[src/rtl/max_pool_ctrl_pkg.sv]
// rtl/max_pool_ctrl_pkg.sv - shared pooling types and default widths
package max_pool_ctrl_pkg;

  localparam int DEFAULT_FEATURE_WIDTH = 32;
  localparam int DEFAULT_LEN_WIDTH     = 4;

  typedef enum logic {
    ACCUM = 1'b0,
    DONE  = 1'b1
  } state_t;

endpackage

[src/rtl/max_pool_ctrl_if.sv]
// rtl/max_pool_ctrl_if.sv - feature-in / max-out stream bundle for the pooling controller
interface max_pool_ctrl_if
  import max_pool_ctrl_pkg::*;
#(
  parameter int FEATURE_WIDTH = DEFAULT_FEATURE_WIDTH,
  parameter int LEN_WIDTH     = DEFAULT_LEN_WIDTH
) ();

  logic [LEN_WIDTH-1:0]            cfg_len;
  logic                            in_valid;
  logic                            in_ready;
  logic signed [FEATURE_WIDTH-1:0] in_data;
  logic                            out_valid;
  logic                            out_ready;
  logic signed [FEATURE_WIDTH-1:0] out_data;
  logic                            busy;

  // Upstream buffer / downstream write-back side.
  modport master (
    output cfg_len, in_valid, in_data, out_ready,
    input  in_ready, out_valid, out_data, busy
  );

  // Pooling controller side.
  modport slave (
    input  cfg_len, in_valid, in_data, out_ready,
    output in_ready, out_valid, out_data, busy
  );

endinterface

[src/rtl/max_pool_ctrl_comparator.sv]
// rtl/max_pool_ctrl_comparator.sv - registered signed max of two operands
module comparator_unit
  import max_pool_ctrl_pkg::*;
#(
  parameter int FEATURE_WIDTH = DEFAULT_FEATURE_WIDTH
) (
  input  logic                            clk,
  input  logic                            rst_n,
  input  logic signed [FEATURE_WIDTH-1:0] a,
  input  logic signed [FEATURE_WIDTH-1:0] b,
  output logic signed [FEATURE_WIDTH-1:0] max_out
);

  logic signed [FEATURE_WIDTH-1:0] max_q;

  // Register the larger operand; a wins ties, which is invisible at the output.
  always_ff @(posedge clk or negedge rst_n) begin
    if (!rst_n) begin
      max_q <= '0;
    end else begin
      max_q <= (a >= b) ? a : b;
    end
  end

  assign max_out = max_q;

endmodule

[src/rtl/max_pool_ctrl.sv]
// rtl/max_pool_ctrl.sv - streaming window max-pooling controller
module max_pool_ctrl
  import max_pool_ctrl_pkg::*;
#(
  parameter int FEATURE_WIDTH = DEFAULT_FEATURE_WIDTH,
  parameter int LEN_WIDTH     = DEFAULT_LEN_WIDTH
) (
  input  logic          clk,
  input  logic          rst,
  max_pool_ctrl_if.slave bus
);

  state_t                          state;
  state_t                          state_nxt;
  logic [LEN_WIDTH-1:0]            cnt;
  logic [LEN_WIDTH-1:0]            len_q;
  logic [LEN_WIDTH-1:0]            cfg_eff;
  logic [LEN_WIDTH-1:0]            eff_len;
  logic                            in_ready_int;
  logic                            out_valid_int;
  logic                            acc;
  logic                            first;
  logic                            last;
  logic signed [FEATURE_WIDTH-1:0] op_a;
  logic signed [FEATURE_WIDTH-1:0] op_b;
  logic signed [FEATURE_WIDTH-1:0] cmp_out;

  // A zero length would never close a window, so it behaves as length 1.
  assign cfg_eff = (bus.cfg_len == '0) ? LEN_WIDTH'(1) : bus.cfg_len;

  // Acceptance depends only on state, keeping the handshake free of comb loops.
  assign acc     = bus.in_valid & (state == ACCUM);
  assign first   = acc & (cnt == '0);
  assign eff_len = first ? cfg_eff : len_q;
  assign last    = acc & (cnt == (eff_len - LEN_WIDTH'(1)));

  // Non-accept cycles feed the held maximum to both inputs; the first word seeds both.
  assign op_a = acc   ? bus.in_data : cmp_out;
  assign op_b = first ? bus.in_data : cmp_out;

  comparator_unit #(
    .FEATURE_WIDTH (FEATURE_WIDTH)
  ) u_cmp (
    .clk     (clk),
    .rst_n   (~rst),
    .a       (op_a),
    .b       (op_b),
    .max_out (cmp_out)
  );

  // State register; reset aborts any window and drops out_valid immediately.
  always_ff @(posedge clk or posedge rst) begin
    if (rst) begin
      state <= ACCUM;
    end else begin
      state <= state_nxt;
    end
  end

  // Next state and handshake outputs; DONE refuses input even while draining.
  always_comb begin
    state_nxt     = state;
    in_ready_int  = 1'b0;
    out_valid_int = 1'b0;
    case (state)
      ACCUM: begin
        in_ready_int = 1'b1;
        if (last) begin
          state_nxt = DONE;
        end
      end
      DONE: begin
        out_valid_int = 1'b1;
        if (bus.out_ready) begin
          state_nxt = ACCUM;
        end
      end
      default: begin
        state_nxt = ACCUM;
      end
    endcase
  end

  // Word counter and latched window length; cfg_len is only looked at on the first word.
  always_ff @(posedge clk or posedge rst) begin
    if (rst) begin
      cnt   <= '0;
      len_q <= LEN_WIDTH'(1);
    end else if (acc) begin
      if (first) begin
        len_q <= cfg_eff;
      end
      if (last) begin
        cnt <= '0;
      end else begin
        cnt <= cnt + LEN_WIDTH'(1);
      end
    end
  end

  assign bus.in_ready  = in_ready_int;
  assign bus.out_valid = out_valid_int;
  assign bus.out_data  = cmp_out;
  assign bus.busy      = (cnt != '0) | (state == DONE);

endmodule

[src/flat_wrapper.sv]
// flat-port wrapper written by rule: the top's interface ports become plain ports
module max_pool_ctrl_flat import max_pool_ctrl_pkg::*;
#(
  parameter int FEATURE_WIDTH = DEFAULT_FEATURE_WIDTH,
  parameter int LEN_WIDTH     = DEFAULT_LEN_WIDTH
)
  (clk, rst, bus_cfg_len, bus_in_valid, bus_in_data, bus_out_ready, bus_in_ready, bus_out_valid, bus_out_data, bus_busy);
  max_pool_ctrl_if #(.FEATURE_WIDTH(FEATURE_WIDTH), .LEN_WIDTH(LEN_WIDTH)) bus_i ();
  input  logic clk;
  input  logic rst;
  input wire logic [$bits(bus_i.cfg_len)-1:0] bus_cfg_len;
  input wire logic [$bits(bus_i.in_valid)-1:0] bus_in_valid;
  input wire logic [$bits(bus_i.in_data)-1:0] bus_in_data;
  input wire logic [$bits(bus_i.out_ready)-1:0] bus_out_ready;
  output wire logic [$bits(bus_i.in_ready)-1:0] bus_in_ready;
  output wire logic [$bits(bus_i.out_valid)-1:0] bus_out_valid;
  output wire logic [$bits(bus_i.out_data)-1:0] bus_out_data;
  output wire logic [$bits(bus_i.busy)-1:0] bus_busy;
  assign bus_i.cfg_len = bus_cfg_len;
  assign bus_i.in_valid = bus_in_valid;
  assign bus_i.in_data = bus_in_data;
  assign bus_i.out_ready = bus_out_ready;
  assign bus_in_ready = bus_i.in_ready;
  assign bus_out_valid = bus_i.out_valid;
  assign bus_out_data = bus_i.out_data;
  assign bus_busy = bus_i.busy;
  max_pool_ctrl #(.FEATURE_WIDTH(FEATURE_WIDTH), .LEN_WIDTH(LEN_WIDTH)) u_core (.clk(clk), .rst(rst), .bus(bus_i));
endmodule
[config.mk]
export PLATFORM = sky130hd
export DESIGN_NAME = max_pool_ctrl_flat
export DESIGN_NICKNAME = d
export VERILOG_FILES = /design/src/rtl/max_pool_ctrl_pkg.sv /design/src/rtl/max_pool_ctrl_if.sv /design/src/rtl/max_pool_ctrl_comparator.sv /design/src/rtl/max_pool_ctrl.sv /design/src/flat_wrapper.sv
export SDC_FILE = /design/constraint.sdc
export NUM_CORES = 1
export LEC_CHECK = 0
export CAP_MARGIN = 15
export CORE_ASPECT_RATIO = 0.75
export CORE_MARGIN = 3
export CORE_UTILIZATION = 55
export CTS_CLUSTER_DIAMETER = 100
export CTS_CLUSTER_SIZE = 25
export DETAILED_ROUTE_END_ITERATION = 7
export PLACE_DENSITY = 0.87
export SKIP_LAST_GASP = 1
export SLEW_MARGIN = 40
export SYNTH_ARGS = -nofsm -noshare
export SYNTH_HDL_FRONTEND = slang
export SYNTH_SLANG_ARGS = --single-unit
[constraint.sdc]
create_clock -name clk -period 6.95 [get_ports clk]
set_input_delay 0.695 -clock clk [delete_from_list [all_inputs] [get_ports clk]]
set_output_delay 0.695 -clock clk [all_outputs]
set_load 0.01 [all_outputs]
==> out/metrics.yaml <==
sta:
  hold_viol: 0
  slew_headroom: 0.498
  setup_viol_count_final: 0
  finalSetupTns_ns: 0
  finalCritPeriodShare: 0.723
  skew_ns: 0.00664
  tightest_slew_ns: 0.754
  finalMaxSlewViolations: 0
  rsz0062_at_grt: "false"
  fin_crit_ns: 5.02
  max_freq_mhz: 199
grt:
  met2_usage: 0.380
  grt_pass1_wl_mm: 12.4
  antenna_found_initial: 0
  grtUsageMet3: 0.0505
  gr-total-overflow: 0
  grt_max_degree: 43
  grt_usage: 0.228
  met1_usage: 0.301
  busiest_layer: "met2"
  grt_pass1_vias: 2701
power_and_ir_drop:
  p_per_area_nw_per_um2: 527
  leakage_nw: 2.21
  ir_worst_vdd_mv: 0.273
cells_and_area:
  area_growth_pct: 28.0
  drive_above_1_share: 0.0623
  ff_latch_area_sq_um: 1030
  diodes: 0
  stdcell_area_sq_um: 4170
  n_fill_cell: 391
  multi_input_area_sq_um: 1990
  layout.nets: 459
  final_cells: 460
clock_tree:
  clkSinkCount: 41
  clkSlewWorstSetupHoldPaths_ns: 0.08
  cts_made_buffers: 5
  clock-root-buffer: "clkbuf_8"
  clockBufferDepth: 2
  cts_tree: "yes"
  ctsResizeCount: 0
  cts-hold-fix-buffers: 0
  cts.htree.levels: 2
  clk_latency_ns: 0.30
  cts_setup_buffers: 0
worst_setup_path:
  cp-startpoint: "u_core.cnt[0]"
  critPathMaxStageDelay_ns: 0.61
  cp-start-kind: "flop"
  cp.arrival_ns: 5.24
  required_ns: 7.17
  rr_endpoint: "u_core.u_cmp.max_out[15]"
  crit_fanout: 23
  cp_cell_sequence: "inv_1, ha_1, nor3b_2, nand2_2, buf_4, mux2i_1, ha_1, nand4_1, nor4_4, a221oi_2, mux2_4, a31oi_4, buf_4, mux2i_1"
  critical_path_class: "flop to flop"
  slowest_stage: "a31oi_4"
  cp-end-kind: "flop"
  regToRegStartpoint: "u_core.cnt[0]"
  endpoint: "u_core.u_cmp.max_out[15]"
  ff2ff_path_depth: 14
  r2r_slack_ns: 1.93
place:
  post_dp_cell_area_sq_um: 4030
  place_inst: 452
  place_hpwl_mm: 5.42
  gp_congestion: 0.780
  portBuffers: 74
synthesis:
  synth_edf_count: 0
  synth.net_count: 385
  synth_cell_types: 37
  yosysMostFrequentCell: "mux2i_1"
  synth_area_sq_um: 3260
  ys_seq_elements: 41
  ys.flop_type: "dfrtp_1"
  async_flop_share: 1.00
  syn_avg_cell_area_sq_um: 10.5
  yosysTopAreaCellShare: 0.307
  yosys_warnings: 0
  syn-instance-count: 310
  ys_seq_area_frac: 0.315
  synth.area.top_cells: "dfrtp_1, mux2i_1, ha_1"
  synth_common_cells: "mux2i_1, dfrtp_1, inv_1"
  synth.largest_area_cell: "dfrtp_1"
detailed_routing:
  drtPass1Iterations: 4
  viasPerCell: 5.54
  num_vias: 2550
  ant_nets: 0
  drc: 0
  drtIter0Drc: 98
  drt-wirelength-per-cell_microns: 15.7
  wl_mm: 7.21
job:
  maxCapViolations: 0
die:
  die_w_microns: 94.9
  row_count: 23
  start_util: 0.589
  coreArea_sq_um: 5530
  dieArea_sq_um: 6890
  num_io_pins: 75
  die_h_microns: 72.6
hold_path:
  hold_path.class: "flop to flop"
status:
  outcome: "finished clean"
routing by layer:
metal	vias to the layer above	share of wire
li1	1251	-
met1	1233	0.45
met2	53	0.48
met3	13	0.049
met4	0	0.012
met5	-	0
sequential cells by signal, indices dropped and copies added (netlist names):
signal and count:
u_core.len_q 4, u_core.state 1, u_core.cnt 4, u_core.u_cmp.max_out 32
placed cells by master, fill, tap and decap left out, types with 2 or more instances in the layout:
master / instances
nand3_1: 3
nor2_1: 7
clkdlybuf4s50_1: 74
o21ai_0: 4
inv_1: 39
nand4_1: 6
nand2_1: 10
clkbuf_8: 5
xor2_1: 5
a21o_1: 2
nand2b_1: 2
bufinv_16: 2
o21a_1: 2
nor3_1: 3
buf_4: 4
ha_1: 35
dfrtp_1: 40
mux2_2: 3
a21oi_1: 18
mux2i_1: 99
cell families after synthesis:
logic type      share of synthesized area
simple gates                       0.0645
xor+xnor                           0.0134
compound gates                     0.0768
fa+ha+maj                           0.134
flops                               0.315
buf+inv                            0.0761
mux                                 0.319
worst max-delay path, delay by kind of cell (launching register included):
kind,cells,cell delay [ns]
fa+ha+maj,2,0.47
simple gates,4,1.58
buf+inv,3,0.95
flops,1,0.45
compound gates,2,0.72
mux,3,0.74
final cells by class:
type,count,area share
Clock buffer,5,0.0165
Clock inverter,3,0.0156
Inverter,40,0.0360
Multi-Input combinational cell,218,0.478
Sequential cell,41,0.246
Tap cell,75,0.0225
Timing Repair Buffer,78,0.185
power breakdown:
group	internal [mW]	total, mW	switching [mW]	leakage, nW
sequential	0.376	0.483	0.107	0.483
combinational	0.727	1.48	0.752	1.66
clock	0.143	0.233	0.0904	0.0681
total	1.25	2.20	0.950	2.21
worst min path at each step:
| stage | endpoint | startpoint | cells past startpoint |
|---|---|---|---|
| 4_1_cts | u_core.len_q[1] | u_core.len_q[1] | 1 |
| 5_1_grt | u_core.len_q[1] | u_core.len_q[1] | 1 |
| 3_3_place_gp | u_core.len_q[1] | u_core.len_q[1] | 1 |
| 2_1_floorplan | u_core.len_q[2] | u_core.len_q[2] | 2 |
| 6_report | u_core.len_q[1] | u_core.len_q[1] | 1 |
| 3_5_place_dp | u_core.len_q[1] | u_core.len_q[1] | 1 |
through the flow:
step | hold WS, ns | total power, mW | setup slack [ns] | utilization
final | 0.542 | 2.20 | 1.93 | 0.754
after global routing | 0.571 | 2.40 | 1.66 | 0.754
after CTS | 0.543 | 2.21 | 1.94 | 0.754
after detailed placement | 0.523 | 1.96 | 1.86 | 0.730
after global placement | 0.509 | 1.90 | 1.98 | 0.730
after floorplan | 0.497 | 1.58 | 3.02 | -
Power figures use the tool's default switching activity.
==> variant 1: new RTL, same flow settings <==
The package constant `DEFAULT_FEATURE_WIDTH` goes from 32 to 48.
--- a/src/rtl/max_pool_ctrl_pkg.sv
+++ b/src/rtl/max_pool_ctrl_pkg.sv
@@ -1,7 +1,7 @@
 // rtl/max_pool_ctrl_pkg.sv - shared pooling types and default widths
 package max_pool_ctrl_pkg;
 
-  localparam int DEFAULT_FEATURE_WIDTH = 32;
+  localparam int DEFAULT_FEATURE_WIDTH = 48;
   localparam int DEFAULT_LEN_WIDTH     = 4;
 
   typedef enum logic {
Ports: changed (resized bus_in_data and bus_out_data); port bits go from 75 to 107. The function was not compared with the original's and may differ.
==> variant 1 against the unedited design <==
  * Sequential cell count is 16 higher
  * Power increased by 47%
  * Count of clock-buffer cells in the layout grew 5
  * Global-route usage increased by 2.6 points
  * Worst setup slack got worse by 0.38 ns
  * Largest cell class unchanged
  * Design area rose by 40%
  * Synthesized area is 37% higher
  * Wire length grew 57%
  * Via count is 43% higher
  * Sequential share of layout area decreased by 0.21 points
==> variant 1: results (changes against the unedited design) <==
clock_tree:
  cts_made_buffers: 9  # +4
  h-tree-depth: 3  # +1
  cts.clk_slew.worst_paths_ns: 0.07
  postCtsSetupBuffers: 0  # unchanged
  cts_resized: 0  # unchanged
  clock_latency_ns: 0.35  # +0.05 ns
global_routing:
  grt_use_met1_pct: 34.60  # +4.5 points
  grt_max_degree: 58  # +35%
  grt_usage_pct: 25.43  # +2.6 points
  gr-usage-met2_pct: 41.19  # +3.1 points
  grt_pass1_vias: 3842  # +42%
  use_met3_pct: 6.497  # +1.4 points
  grt_pass1_wl_microns: 18650  # +50%
  grt_antenna_before_repair: 0  # unchanged
worst_hold_path:
  min-delay-start: "u_core.len_q[3]"
  holdPathEnd: "u_core.len_q[3]"
  whs_path_depth: 2  # +1
  hold_class: "flop to flop"
placed_design:
  gp_congestion: 0.8123  # +4.1%
  port_buffers: 106  # +43%
  post-place-ws_ns: 1.227  # -0.6342 ns
  dpl.hpwl_microns: 8295  # +53%
drt:
  totalWireLength_microns: 11330  # +57%
  drtIter0Drc: 180  # +84%
  vias: 3642  # +43%
critical_path:
  critPathMaxFanout: 52  # +130%
  rrSetupSlack_ns: 1.77  # -0.16 ns
  path_delay_family: "simple AND/OR/NAND/NOR gates"
  critPathMaxStageDelay_ns: 0.67  # +0.06 ns
  r2r_end: "u_core.u_cmp.max_out[8]"
  crit_slowest_cell: "mux2i_4"
  startpoint: "bus_in_valid"
sta:
  maxSlewHeadroom_pct: 45.01  # -4.7 points
  clock_skew_ns: 0.006586  # -0.00005088 ns
  holdWs_ns: 0.5271  # -0.01490 ns
outcome:
  status: "finished, final reports clean"
pwr:
  power_leakage_nw: 3.138  # +42%
  vdd_drop_max_uv: 372.6  # +36%
final_layout:
  nets: 648  # +41%
  largest_reg_flops: 48  # +50%
  layout-drive-gt1-share_pct: 5.311  # -0.92 points
synth:
  yosysWarnings: 0  # unchanged
  synthFlopType: "dfrtp_1"
  ys_top_cells_by_count: "145 x mux2i_1, 56 x dfrtp_1, 56 x inv_1, 51 x ha_1, 23 x a21oi_1"
  synth_nets: 542  # +41%
  synth.distinct_cells: 35  # -5.4%
  synth_area_leaders: "mux2i_1 33%, dfrtp_1 31%, ha_1 14%"
  synth_seq_area_share_pct: 32.09  # +0.55 points
==> variant 1: changes by cell type after synthesis, moves of 8 or more <==
cell / change
buf_1: +10
mux2i_1: +46
nand2_1: +8
ha_1: +16
dfrtp_1: +16
inv_1: +16
==> variant 1: cell families (layout without fill, tap and decap cells) <==
| logic type | Yosys count | in the layout | share of synthesized area (%) |
|---|---|---|---|
| mux | 148 | 148 | 33.44 |
| flops | 57 | 57 | 32.09 |
| fa+ha+maj | 51 | 51 | 14.34 |
| compound gates | 46 | 46 | 5.990 |
| simple gates | 55 | 55 | 6.215 |
| buf+inv | 72 | 183 | 6.749 |
| xor+xnor | 6 | 6 | 1.181 |
==> variant 1: where the power goes <==
| group | switching, mW | internal, mW | total (mW) |
|---|---|---|---|
| clock | 0.147 | 0.173 | 0.319 |
| combinational | 1.14 | 1.09 | 2.22 |
| sequential | 0.158 | 0.530 | 0.688 |
| total | 1.44 | 1.79 | 3.23 |
==> variant 1: layout make-up <==
| type | instances | area, sq um |
|---|---|---|
| Inverter | 56 | 210.2 |
| Multi-Input combinational cell | 306 | 2759 |
| Clock buffer | 10 | 137.6 |
| Tap cell | 101 | 126.4 |
| Timing Repair Buffer | 111 | 1124 |
| Fill cell | 535 | 1759 |
| Sequential cell | 57 | 1428 |
| Clock inverter | 6 | 57.56 |
==> variant 1: how the worst max path moves through the flow <==
stage / to / slack, ns
final: u_core.u_cmp.max_out[8] / 1.55
after floorplan: u_core.u_cmp.max_out[46] / 2.30
after detailed placement: u_core.u_cmp.max_out[8] / 1.23
after CTS: u_core.u_cmp.max_out[6] / 1.47
after global routing: u_core.u_cmp.max_out[12] / 1.34
after global placement: u_core.u_cmp.max_out[25] / 1.25
==> variant 1: through the flow <==
step	cell area (sq um)	cells	total power [mW]
2_1_floorplan	4449	435	2.202
3_3_place_gp	5613	630	2.784
3_5_place_dp	5622	630	2.890
4_1_cts	5817	646	3.236
5_1_grt	5842	647	3.511
6_report	5842	647	3.231
==> variant 1: per-layer routing <==
metal	part of all wire, %	vias to the layer above
met4	0.91	0
met3	6.5	10
met5	0	-
met2	48	119
li1	-	1768
met1	45	1745
==> variant 1: worst min-delay path: stages (launching register included) <==
cell,delay [ns]
dfrtp_1,0.33
mux2i_1,0.10
inv_1,0.07
==> variant 2: new RTL, same flow settings <==
Without the edit above. Make the reset (`rst` and `rst_n`) synchronous in 3 clocked blocks.
--- a/src/rtl/max_pool_ctrl_comparator.sv
+++ b/src/rtl/max_pool_ctrl_comparator.sv
@@ -14,7 +14,7 @@
   logic signed [FEATURE_WIDTH-1:0] max_q;
 
   // Register the larger operand; a wins ties, which is invisible at the output.
-  always_ff @(posedge clk or negedge rst_n) begin
+  always_ff @(posedge clk) begin
     if (!rst_n) begin
       max_q <= '0;
     end else begin
--- a/src/rtl/max_pool_ctrl.sv
+++ b/src/rtl/max_pool_ctrl.sv
@@ -49,7 +49,7 @@
   );
 
   // State register; reset aborts any window and drops out_valid immediately.
-  always_ff @(posedge clk or posedge rst) begin
+  always_ff @(posedge clk) begin
     if (rst) begin
       state <= ACCUM;
     end else begin
@@ -82,7 +82,7 @@
   end
 
   // Word counter and latched window length; cfg_len is only looked at on the first word.
-  always_ff @(posedge clk or posedge rst) begin
+  always_ff @(posedge clk) begin
     if (rst) begin
       cnt   <= '0;
       len_q <= LEN_WIDTH'(1);
Behaviour: differs if rst is asserted again (counterexample within 4 cycles, from zero or initial values and one cycle with rst high); with rst held inactive, the same outputs for 10 cycles.
==> variant 2 against the unedited design <==
  * Synthesized area is 3.9% higher
  * Sequential cell count stayed put
  * Critical path depth stayed put
  * Wire length is 17% higher
  * Power is 20% lower
  * Design area is 2.7% higher
  * Count of clock-buffer cells in the layout stayed put
  * Worst setup slack better by 0.61 ns
  * Largest cell class unchanged
==> variant 2: results (changes against the unedited design) <==
synth:
  synthArstFlopShare_pct: 0  # -100 points
  synth.distinct_cells: 46  # +24%
  synth_seq_area_share_pct: 24.25  # -7.3 points
  synth_nets: 408  # +6.0%
  ys_top_cells_by_count: "41 x dfxtp_1, 35 x ha_1, 34 x mux2i_1, 32 x mux2_2, 31 x nand4b_1"
  synth_area_leaders: "dfxtp_1 24%, ha_1 13%, o31ai_2 11%"
  synthFlopType: "dfxtp_1"
drt:
  drtIter0Drc: 173  # +77%
  wire_per_inst_microns: 17.87  # +14%
  routed-wl-met3_microns: 473  # +34%
  wl_met2_microns: 3918  # +12%
  vias: 2902  # +14%
  wl_met1_microns: 3992  # +22%
final_layout:
  nets: 468  # +2.0%
  fillers: 447  # +14%
  layout-drive-gt1-share_pct: 21.32  # +15 points
global_routing:
  grt_usage_pct: 24.29  # +1.5 points
  grt_pass1_wl_microns: 13860  # +12%
  grt_max_degree: 72  # +67%
  grt_pass1_vias: 2970  # +10%
worst_hold_path:
  holdPathEnd: "u_core.len_q[2]"
  min-delay-start: "u_core.len_q[2]"
  whs_path_depth: 2  # +1
critical_path:
  cp.arrival_ns: 4.58  # -0.66 ns
  r2r_end: "u_core.u_cmp.max_out[0]"
  worstReg2RegStart: "u_core.cnt[0]"
  rrSetupSlack_ns: 2.88  # +0.95 ns
  worstSetupPathType: "input pin to flop"
  r2r_cells: 13  # -1
  path_delay_family: "compound AO/OA/AOI/OAI gates"
  startpoint: "bus_in_valid"
  crit_slowest_cell: "clkdlybuf4s50_1"
  critPathMaxStageDelay_ns: 0.59  # -0.02 ns
  critPathMaxFanout: 32  # +39%
pwr:
  sw_frac_of_total_pct: 46.40  # +3.1 points
  vdd_drop_max_uv: 275.9  # +0.90%
  power_leakage_nw: 1.725  # -22%
outcome:
  status: "finished, final reports clean"
placed_design:
  gp_congestion: 0.8223  # +5.4%
  dpl.hpwl_microns: 5932  # +9.4%
sta:
  clock_skew_ns: 0.01011  # +0.003470 ns
  max_slew.worst_pin.slew_ns: 0.8132  # +0.05958 ns
clock_tree:
  cts.clk_slew.worst_paths_ns: 0.09
[variant 2: changes by cell type in the layout (fill, tap and decap cells not counted), sizes merged, moves of 3 or more]
| cell | delta |
|---|---|
| nand4b | +31 |
| o21ai | +4 |
| a211oi | +6 |
| nor4b | +3 |
| o211ai | +3 |
| dfrtp | -40 |
| mux2 | +28 |
| o31ai | +31 |
| mux2i | -65 |
| dfxtp | +41 |
| nand4 | +3 |
| inv | -31 |
[variant 2: layout make-up]
type / instances / area, sq um / share of cell area [%]
clock buffers: 5 / 68.82 / 1.608
clock inverters: 3 / 46.29 / 1.082
inverters: 8 / 30.03 / 0.7018
multi-input cells: 258 / 2415 / 56.43
flip-flops and latches: 41 / 820.8 / 19.18
well taps: 78 / 97.59 / 2.281
repair buffers: 79 / 800.8 / 18.71
[variant 2: how the worst max path moves through the flow]
stage                                           to  slack, ns  cells past startpoint
after floorplan           u_core.u_cmp.max_out[21]       3.16                     16
after global placement     u_core.u_cmp.max_out[0]       1.89                     12
after detailed placement   u_core.u_cmp.max_out[0]       2.29                     14
after CTS                  u_core.u_cmp.max_out[0]       2.58                     14
after global routing       u_core.u_cmp.max_out[0]       2.30                     14
final                      u_core.u_cmp.max_out[0]       2.54                     14
[variant 2: cells by family (layout without fill, tap and decap cells)]
logic type | count (synthesis) | after routing | synth area share [%]
xor+xnor | 5 | 5 | 1.294
simple gates | 76 | 76 | 16.16
compound gates | 76 | 76 | 19.82
fa+ha+maj | 35 | 35 | 12.94
flops | 41 | 41 | 24.25
buf+inv | 34 | 95 | 4.843
mux | 66 | 66 | 20.70
[variant 2: stage by stage]
stage	setup slack (ns)	total power, mW	hold WS, ns	std cells	util (%)
final	2.535	1.757	0.5494	472	72.70
after global routing	2.296	1.889	0.5675	472	72.70
after CTS	2.578	1.754	0.5491	472	72.70
after detailed placement	2.288	1.542	0.5267	464	70.75
after global placement	1.892	1.499	0.5190	462	69.92
after floorplan	3.162	1.203	0.4745	333	-
[variant 2: layer usage]
metal	global-route usage, %	up-vias
met5	0	-
met4	5.288	0
met3	4.550	8
met2	38.84	76
met1	34.35	1391
li1	-	1427
[variant 2: power by group through the flow]
stage	Sequential, mW	Combinational, mW	Clock (mW)
after floorplan	0.429	0.774	0
after global placement	0.398	1.10	0
after detailed placement	0.401	1.14	0
after CTS	0.397	1.15	0.201
after global routing	0.412	1.26	0.212
final	0.399	1.16	0.199
[variant 2: worst register-to-register path: cells and delay by family (launching register included)]
kind,cells,cell delay [ns]
AOI/OAI and AO/OA,4,0.91
adders and majority gates,2,0.48
buffers and inverters,1,0.09
DFF,1,0.37
muxes,1,0.46
and+or+nand+nor,5,1.62
